[src/rtl/obs_pkg.sv]
// ---------------------------------------------------------------------------
// obs_pkg
// Shared definitions for the OBS overlap collector family.
//   SLOT_P1..SLOT_P4 : 2-bit tags that name the four sub-products of one level
//   state_t          : collector FSM states (COLLECT gathers beats, HOLD
//                      presents the combined product until it is taken)
// ---------------------------------------------------------------------------
package obs_pkg;

    localparam logic [1:0] SLOT_P1 = 2'd0;
    localparam logic [1:0] SLOT_P2 = 2'd1;
    localparam logic [1:0] SLOT_P3 = 2'd2;
    localparam logic [1:0] SLOT_P4 = 2'd3;

    typedef enum logic {
        COLLECT = 1'b0,
        HOLD    = 1'b1
    } state_t;

endpackage

[src/rtl/obs_overlap_spread.sv]
// ---------------------------------------------------------------------------
// obs_overlap_spread
// Purely combinational scatter of one (N-1)-bit sub-product into the
// 2N-1 bit product space, according to which slot it belongs to.
//   i_sel    : slot tag (SLOT_P1..SLOT_P4)
//   i_data   : sub-product bits d[0..N-2]
//   o_spread : scattered value, all bits not written by the slot are 0
//                P1 -> bit 2i, P2/P3 -> bit 2i+1, P4 -> bit 2i+2
// ---------------------------------------------------------------------------
module obs_overlap_spread
    import obs_pkg::*;
#(
    parameter int N = 52
) (
    input  logic [1:0]   i_sel,
    input  logic [N-2:0] i_data,
    output logic [2*N-2:0] o_spread
);

    // P2 and P3 both land on the odd positions; the collector XORs them in,
    // which is exactly the GF(2) sum the overlap step needs.
    always_comb begin
        o_spread = '0;
        for (int i = 0; i < N - 1; i++) begin
            case (i_sel)
                SLOT_P1: o_spread[2*i]     = i_data[i];
                SLOT_P4: o_spread[2*i + 2] = i_data[i];
                default: o_spread[2*i + 1] = i_data[i];
            endcase
        end
    end

endmodule

[src/rtl/obs_overlap_collect.sv]
// ---------------------------------------------------------------------------
// obs_overlap_collect
// Serially gathers the four GF(2) sub-products of one OBS level, XOR-scatters
// them into a 2N-1 bit accumulator and presents the combined product once all
// four slots have been seen, so a single time-shared multiplier core can feed
// a whole level.
//   clk, rst  : rising-edge clock, asynchronous active-high reset
//   flush     : synchronous abort of the frame in progress (highest priority)
//   in_valid / in_ready / in_sel / in_data : beat input, slot-tagged
//   out_valid / out_ready / out_data       : combined product output
//   dup_err   : sticky flag, a slot arrived twice within one frame
// ---------------------------------------------------------------------------
module obs_overlap_collect
    import obs_pkg::*;
#(
    parameter int N = 52
) (
    input  logic           clk,
    input  logic           rst,
    input  logic           flush,
    input  logic           in_valid,
    output logic           in_ready,
    input  logic [1:0]     in_sel,
    input  logic [N-2:0]   in_data,
    output logic           out_valid,
    input  logic           out_ready,
    output logic [2*N-2:0] out_data,
    output logic           dup_err
);

    state_t         r_state;
    logic [2*N-2:0] r_acc;
    logic [3:0]     r_mask;
    logic           r_outValid;
    logic [2*N-2:0] r_outData;
    logic           r_dupErr;

    logic [2*N-2:0] w_spread;
    logic [2*N-2:0] w_accNext;
    logic [3:0]     w_selBit;
    logic [3:0]     w_maskNext;
    logic           w_accept;
    logic           w_isDup;

    obs_overlap_spread #(
        .N(N)
    ) u_spread (
        .i_sel    (in_sel),
        .i_data   (in_data),
        .o_spread (w_spread)
    );

    // in_ready depends on state only, so there is no path from in_valid.
    assign in_ready  = (r_state == COLLECT);
    assign out_valid = r_outValid;
    assign out_data  = r_outData;
    assign dup_err   = r_dupErr;

    assign w_accept   = in_valid & in_ready;
    assign w_selBit   = 4'b0001 << in_sel;
    assign w_isDup    = |(r_mask & w_selBit);
    assign w_maskNext = r_mask | w_selBit;
    assign w_accNext  = r_acc ^ w_spread;

    // Collector FSM. out_data is kept in its own register so the last result
    // stays visible after the handshake and only moves on the next completion.
    always_ff @(posedge clk or posedge rst) begin
        if (rst) begin
            r_state    <= COLLECT;
            r_acc      <= '0;
            r_mask     <= '0;
            r_outValid <= 1'b0;
            r_outData  <= '0;
            r_dupErr   <= 1'b0;
        end else if (flush) begin
            // Any beat presented alongside flush is discarded, and a pending
            // result is dropped without a handshake.
            r_state    <= COLLECT;
            r_acc      <= '0;
            r_mask     <= '0;
            r_outValid <= 1'b0;
            r_dupErr   <= 1'b0;
        end else begin
            case (r_state)
                COLLECT: begin
                    if (w_accept) begin
                        if (w_isDup) begin
                            // Consume the beat but keep the first copy only.
                            r_dupErr <= 1'b1;
                        end else begin
                            r_acc  <= w_accNext;
                            r_mask <= w_maskNext;
                            if (w_maskNext == 4'hF) begin
                                r_state    <= HOLD;
                                r_outValid <= 1'b1;
                                r_outData  <= w_accNext;
                            end
                        end
                    end
                end
                HOLD: begin
                    if (out_ready) begin
                        r_state    <= COLLECT;
                        r_acc      <= '0;
                        r_mask     <= '0;
                        r_outValid <= 1'b0;
                    end
                end
                default: begin
                    r_state <= COLLECT;
                end
            endcase
        end
    end

endmodule
[config.mk]
export PLATFORM = sky130hd
export DESIGN_NAME = obs_overlap_collect
export DESIGN_NICKNAME = d
export VERILOG_FILES = /design/src/rtl/obs_pkg.sv /design/src/rtl/obs_overlap_spread.sv /design/src/rtl/obs_overlap_collect.sv
export SDC_FILE = /design/constraint.sdc
export NUM_CORES = 1
export LEC_CHECK = 0
export ABC_CLOCK_PERIOD_IN_PS = 6450
export BUFFER_PORTS_ARGS = -buffer_cell sky130_fd_sc_hd__buf_4
export CAP_MARGIN = 5
export CELL_PAD_IN_SITES_DETAIL_PLACEMENT = 0
export CELL_PAD_IN_SITES_GLOBAL_PLACEMENT = 1
export CORE_MARGIN = 10
export CORE_UTILIZATION = 41
export CTS_CLUSTER_SIZE = 16
export DETAILED_ROUTE_END_ITERATION = 8
export GPL_TIMING_DRIVEN = 0
export PLACE_DENSITY = 0.84
export SYNTH_ARGS = -nofsm -noshare
export SYNTH_HDL_FRONTEND = slang
export SYNTH_SLANG_ARGS = --single-unit
[constraint.sdc]
create_clock -name clk -period 6.45 [get_ports clk]
set_input_delay 0.645 -clock clk [delete_from_list [all_inputs] [get_ports clk]]
set_output_delay 0.645 -clock clk [all_outputs]
set_load 0.02 [all_outputs]
**Word level (Yosys, flattened, before mapping)**

Cells that the tools add are included.

- Logic and storage cells: 209
- Register bits after elaboration: 213
- Output and inout bits: 106

- Eq/ne operators: 7
- Reduce and logical (&&, ||, !) cells: 9
- Shifts and indexed selects: 1
- Muxes and demuxes: 179
- Bitwise operators: 7

Operator list:

| operator | number |
|---|---|
| $mux W103 | 4 |
| $pmux W103 S2 | 1 |
| $mux W1 | 167 |
| $xor A103 B103 Y103 | 1 |
| $mux W4 | 4 |
| $pmux W4 S2 | 1 |
| $ne A3 B2 Y1 const B | 2 |
| $ne A3 B3 Y1 const B | 2 |
| $reduce_and A3 Y1 | 2 |
| $reduce_and A5 Y1 | 1 |
| $and A4 B4 Y4 | 1 |
| $eq A4 B4 Y1 const B | 1 |
| $or A4 B4 Y4 | 1 |
| $pmux W1 S2 | 2 |
| $reduce_and A4 Y1 | 1 |
| $reduce_bool A2 Y1 | 2 |
| $reduce_or A4 Y1 | 1 |
| $shl A1 B2 Y4 const A | 1 |
| $not A1 Y1 | 3 |
| $eq A2 B2 Y1 const B | 1 |
| $logic_not A2 Y1 | 1 |
| $ne A2 B2 Y1 const B | 1 |
| $reduce_or A2 Y1 | 1 |
| $and A1 B1 Y1 | 1 |

**Logic depth before layout (Yosys ltp)**

- Word-level depth: 8
- Gate-level depth with buffers: 9
- Gate-level depth less buffers: 6

**By module**

A second synthesis with hierarchy kept.

- Cell total of the unflattened synthesis: 995
- Area total of the unflattened synthesis: 10981.8 sq um

Modules (own cells, without submodules):

| module | seq. area each (sq um) | area each (sq um) | times used | cells an instance |
|---|---|---|---|---|
| obs_overlap_collect | 5330.1 | 10077.2 | 1 | 869 |
| obs_overlap_spread | 0.0 | 904.6 | 1 | 126 |

**Worst setup path after synthesis**

Ideal clock, no wire load.

- Kind: input-to-reg
- From: in in_sel[0]
- To: reg r_outData[48] (netlist: out_data[48])
- Slack: 4.110 ns
- Data arrival time: 2.212 ns
- Required time: 6.322 ns
- Buffers on the path: 2
- Stages: 8
- Cells stage by stage: inv_1 > ha_1 > a22o_1 > nor3_4 > nand3b_2 > buf_4 > buf_6 > mux2_1

- Longest elaborated chain between the ends: 5

RTL lines:

| element | line | source |
|---|---|---|
| from (decl) | obs_overlap_collect.sv:23 | `input logic [1:0] in_sel,` |
| $shl A1 B2 Y4 | obs_overlap_collect.sv:60 | `assign w_selBit = 4'b0001 << in_sel;` |
| $and A4 B4 Y4 | obs_overlap_collect.sv:61 | `assign w_isDup = \|(r_mask & w_selBit);` |
| $reduce_or A4 Y1 | obs_overlap_collect.sv:61 |  |
| $not A1 Y1 (no line) | -- |  |
| $reduce_and A5 Y1 (no line) | -- |  |
| to (signal assigned) | obs_overlap_collect.sv:96 | `r_outData <= w_accNext;` |
| to (decl) | obs_overlap_collect.sv:35 | `logic [2*N-2:0] r_outData;` |

Several ways; a longest one is shown, not always the timed one.
A chain may end at the register's enable or synchronous reset.

**Worst setup path in the final report**

- From: in in_sel[0]
- To: reg r_acc[7]

- Longest elaborated chain between the ends: 8

RTL lines:

| element | line | source |
|---|---|---|
| $eq A2 B2 Y1 or $logic_not A2 Y1 (tied branches) | obs_overlap_spread.sv:25 | `case (i_sel)` |
| $reduce_or A2 Y1 (no line) | -- |  |
| $mux W1 | obs_overlap_spread.sv:25 |  |
| $xor A103 B103 Y103 | obs_overlap_collect.sv:63 | `assign w_accNext = r_acc ^ w_spread;` |
| $mux W103 | obs_overlap_collect.sv:87 | `if (w_isDup) begin` |
| $mux W103 | obs_overlap_collect.sv:86 | `if (w_accept) begin` |
| $pmux W103 S2 | obs_overlap_collect.sv:84 | `case (r_state)` |
| $mux W103 | obs_overlap_collect.sv:75 | `end else if (flush) begin` |
| to (signal assigned) | obs_overlap_collect.sv:91 | `r_acc <= w_accNext;` |
| to (decl) | obs_overlap_collect.sv:32 | `logic [2*N-2:0] r_acc;` |

Several ways; a longest one is shown, not always the timed one. The select of a mux whose other input is x is not followed.

==> results.yml <==
sta:
  hold_violations: 0
  min_period_over_period_pct: 41.38
  slew_headroom_pct: 41.73
  fmax_mhz: 374.7
  fin_skew_ps: 10.84
  fin_tns_setup_ps: 0
  setup_viol: 0
  setup_slack_ps: 3781
  rsz0062_at_grt: "false"
  holdWs_ps: 130.7
  slew_viol_final: 0
  worst_pin_slew_ps: 871.2
  fin_crit_ps: 2669
worst_setup_path:
  r2r_start: "r_state"
  endpoint_kind: "flip-flop"
  worstPathRequired_ps: 6880
  worst-r2r-setup-slack_ps: 4030
  reg2regPathDepth: 7
  worstSetupPathType: "primary input to flip-flop"
  reg2reg_to: "r_acc[7]"
  crit_arrival_ps: 3100
  start_kind: "primary input"
  critPathMaxFanout: 10
floorplanning:
  placementRows: 57
  core_um2: 24180
  die_area_um2: 31020
  fp.dieH_um: 176.1
  die_w_um: 176.1
  start_util_pct: 41.34
  io_pins: 164
route:
  first_pass_iters: 5
  vias: 7209
  wl_per_cell_um: 19.38
  drc: 0
  routed_wl_um: 26320
  drt_iter0_drc: 504
  via_per_inst: 5.309
  ant_nets: 0
power:
  share_seq_of_total_power_pct: 44.1
  vdd_ir_drop_max_v: 0.0001704
  power_density_nw_per_um2: 267.2
  power.switching_w: 0.0008844
  clockPowerShare_pct: 40.1
  power_w: 0.003344
  p_int_w: 0.002460
  p_comb_share_pct: 15.8
  p_leak_nw: 5.928
  p_sw_share_pct: 26.45
clock_tree:
  cts_resized: 0
  clock_path_buffers: 3
  clkLatencyLatePin_ps: 510
  clk_pin_slew_ps: 60
  cts_tree: "done"
  root_buffer: "clkbuf_16"
  cts_hold_buf: 0
  clock-sinks: 213
  numCtsBuffers: 24
  cts_max_level: 1
  post-cts-setup-buffers: 0
layout:
  syn_to_final_growth_pct: 25.25
  num-fill-cells: 2161
  ff_latch_area_um2: 5330
  post-route-util_pct: 51.78
  multi_input_area_um2: 4349
  drive_gt1_share_pct: 30.46
  nets: 1082
  num_antenna_cells: 0
placement:
  place_ws_ps: 3183
  place_congestion: 0.7848
  dp_hpwl_um: 19080
  numPortBuffers: 163
global_routing:
  grt_pass1_vias: 7759
  overflow: 0
  grt_usage_pct: 16.83
  grt_max_degree: 41
  grt_antenna_before_repair: 0
  grt_pass1_wl_um: 42860
synth:
  synth_seq_cells: 213
  syn-num-nets: 887
  yosysSeqAreaShare_pct: 53.33
  synth_edf_count: 0
  ys_warn_count: 0
  ys.flop_type: "dfrtp_1"
  ys_types: 31
  syn_area_per_cell_um2: 12.11
  syn-cell-area_um2: 9995
  ys_async_sr_fraction_pct: 100.0
  syn_inst: 825
run:
  drv_cap: 0
status:
  status: "complete, no violations"
worst_hold_path:
  hold_path.class: "primary input to async pin"
## stage by stage
stage,cell area [µm²],instances
2_1_floorplan,9998,825
5_1_grt,12520,1358
4_1_cts,12520,1358
3_5_place_dp,11750,1318
6_report,12520,1358
3_3_place_gp,11630,1312
## cells in the final DEF (no fill, tap or decap), types with 2 or more instances in the layout
| master | count |
|---|---|
| xnor2_1 | 103 |
| or3_1 | 4 |
| a21oi_1 | 56 |
| inv_1 | 3 |
| clkinv_2 | 2 |
| nand2_1 | 54 |
| clkbuf_16 | 25 |
| clkbuf_8 | 6 |
| o21ai_0 | 5 |
| a22o_1 | 55 |
| mux2_2 | 84 |
| mux2_1 | 19 |
| mux2i_1 | 45 |
| dfrtp_1 | 213 |
| a22oi_1 | 52 |
| nor2_1 | 8 |
| buf_12 | 6 |
| buf_6 | 6 |
| o22ai_1 | 2 |
| buf_4 | 167 |
| nand3_1 | 46 |
| nor2b_1 | 2 |
| ha_1 | 4 |
| clkbuf_1 | 42 |
| buf_2 | 12 |
| buf_1 | 2 |
## state kept, by name, indices dropped and copies added, names as in the netlist
register,count
dup_err,1
out_data,103
out_valid,1
r_mask,4
r_state,1
r_acc,103
## cell families (layout without fill, tap and decap cells)
group / count (synthesis) / in the layout / synth area share [%]
and+or+nand+nor: 120 / 120 / 5.696
adders and majority gates: 4 / 4 / 0.5008
DFF: 213 / 213 / 53.33
AOI/OAI and AO/OA: 173 / 173 / 12.18
buffers and inverters: 64 / 273 / 3.155
xor gates and xnor gates: 103 / 103 / 9.026
muxes: 148 / 148 / 16.11
## worst max-delay path by stage
stage                          from     endpoint  slack, ps  cells after the start
after detailed placement  in_sel[0]     r_acc[7]       3180                     10
after floorplan                 rst      dup_err       3030                      1
after CTS                 in_sel[0]     r_acc[7]       3730                     10
final                     in_sel[0]     r_acc[7]       3780                     10
after global placement          rst  out_data[9]       1610                      2
after global routing      in_sel[0]   r_acc[101]       3530                     10
## metal layers
metal / GRT usage (%) / part of all wire, % / wire [µm]
met5: 0 / 0 / 0
met4: 3.426 / 1.3 / 337
met1: 22.37 / 45 / 11810
met2: 27.28 / 47 / 12400
met3: 4.250 / 6.7 / 1765
## cell type report
type                    count  area share, %
flip-flops and latches    213          42.58
inverters                   4         0.1499
clock inverters             3         0.3198
repair buffers            169          10.73
well taps                 324          3.238
clock buffers              37          5.837
plain buffers              60          2.399
multi-input cells         548          34.74
## power by group through the flow
stage / Clock (W) / Combinational, W / Sequential (W)
finish: 0.00134 / 0.000528 / 0.00148
floorplan: 0 / 0.000285 / 0.00154
detailed placement: 0 / 0.000536 / 0.00150
global route: 0.00143 / 0.000583 / 0.00148
CTS: 0.00138 / 0.000538 / 0.00148
global placement: 0 / 0.000517 / 0.00150
## synth_stat cells (all sizes together) (2+ instances only)
cell type / count / area, µm²
a21oi: 56 / 280.3
a22o: 55 / 481.7
a22oi: 52 / 390.4
buf: 24 / 165.2
clkbuf: 36 / 135.1
dfrtp: 213 / 5330
ha: 4 / 50.05
inv: 4 / 15.01
mux2: 103 / 1160
mux2i: 45 / 450.4
nand2: 54 / 202.7
nand3: 46 / 230.2
nor2: 8 / 30.03
nor2b: 2 / 12.51
o21ai: 5 / 25.02
o22ai: 2 / 12.51
or3: 4 / 25.02
xnor2: 103 / 902.1
## critical path: stages
cell     delay, ps
buf_4          120
inv_1           70
ha_1           190
buf_2          320
a22oi_1        190
a31oi_2        750
buf_4          320
buf_2          250
a21oi_1         70
mux2i_1        160
No activity file was read; power rests on OpenSTA's default activity.
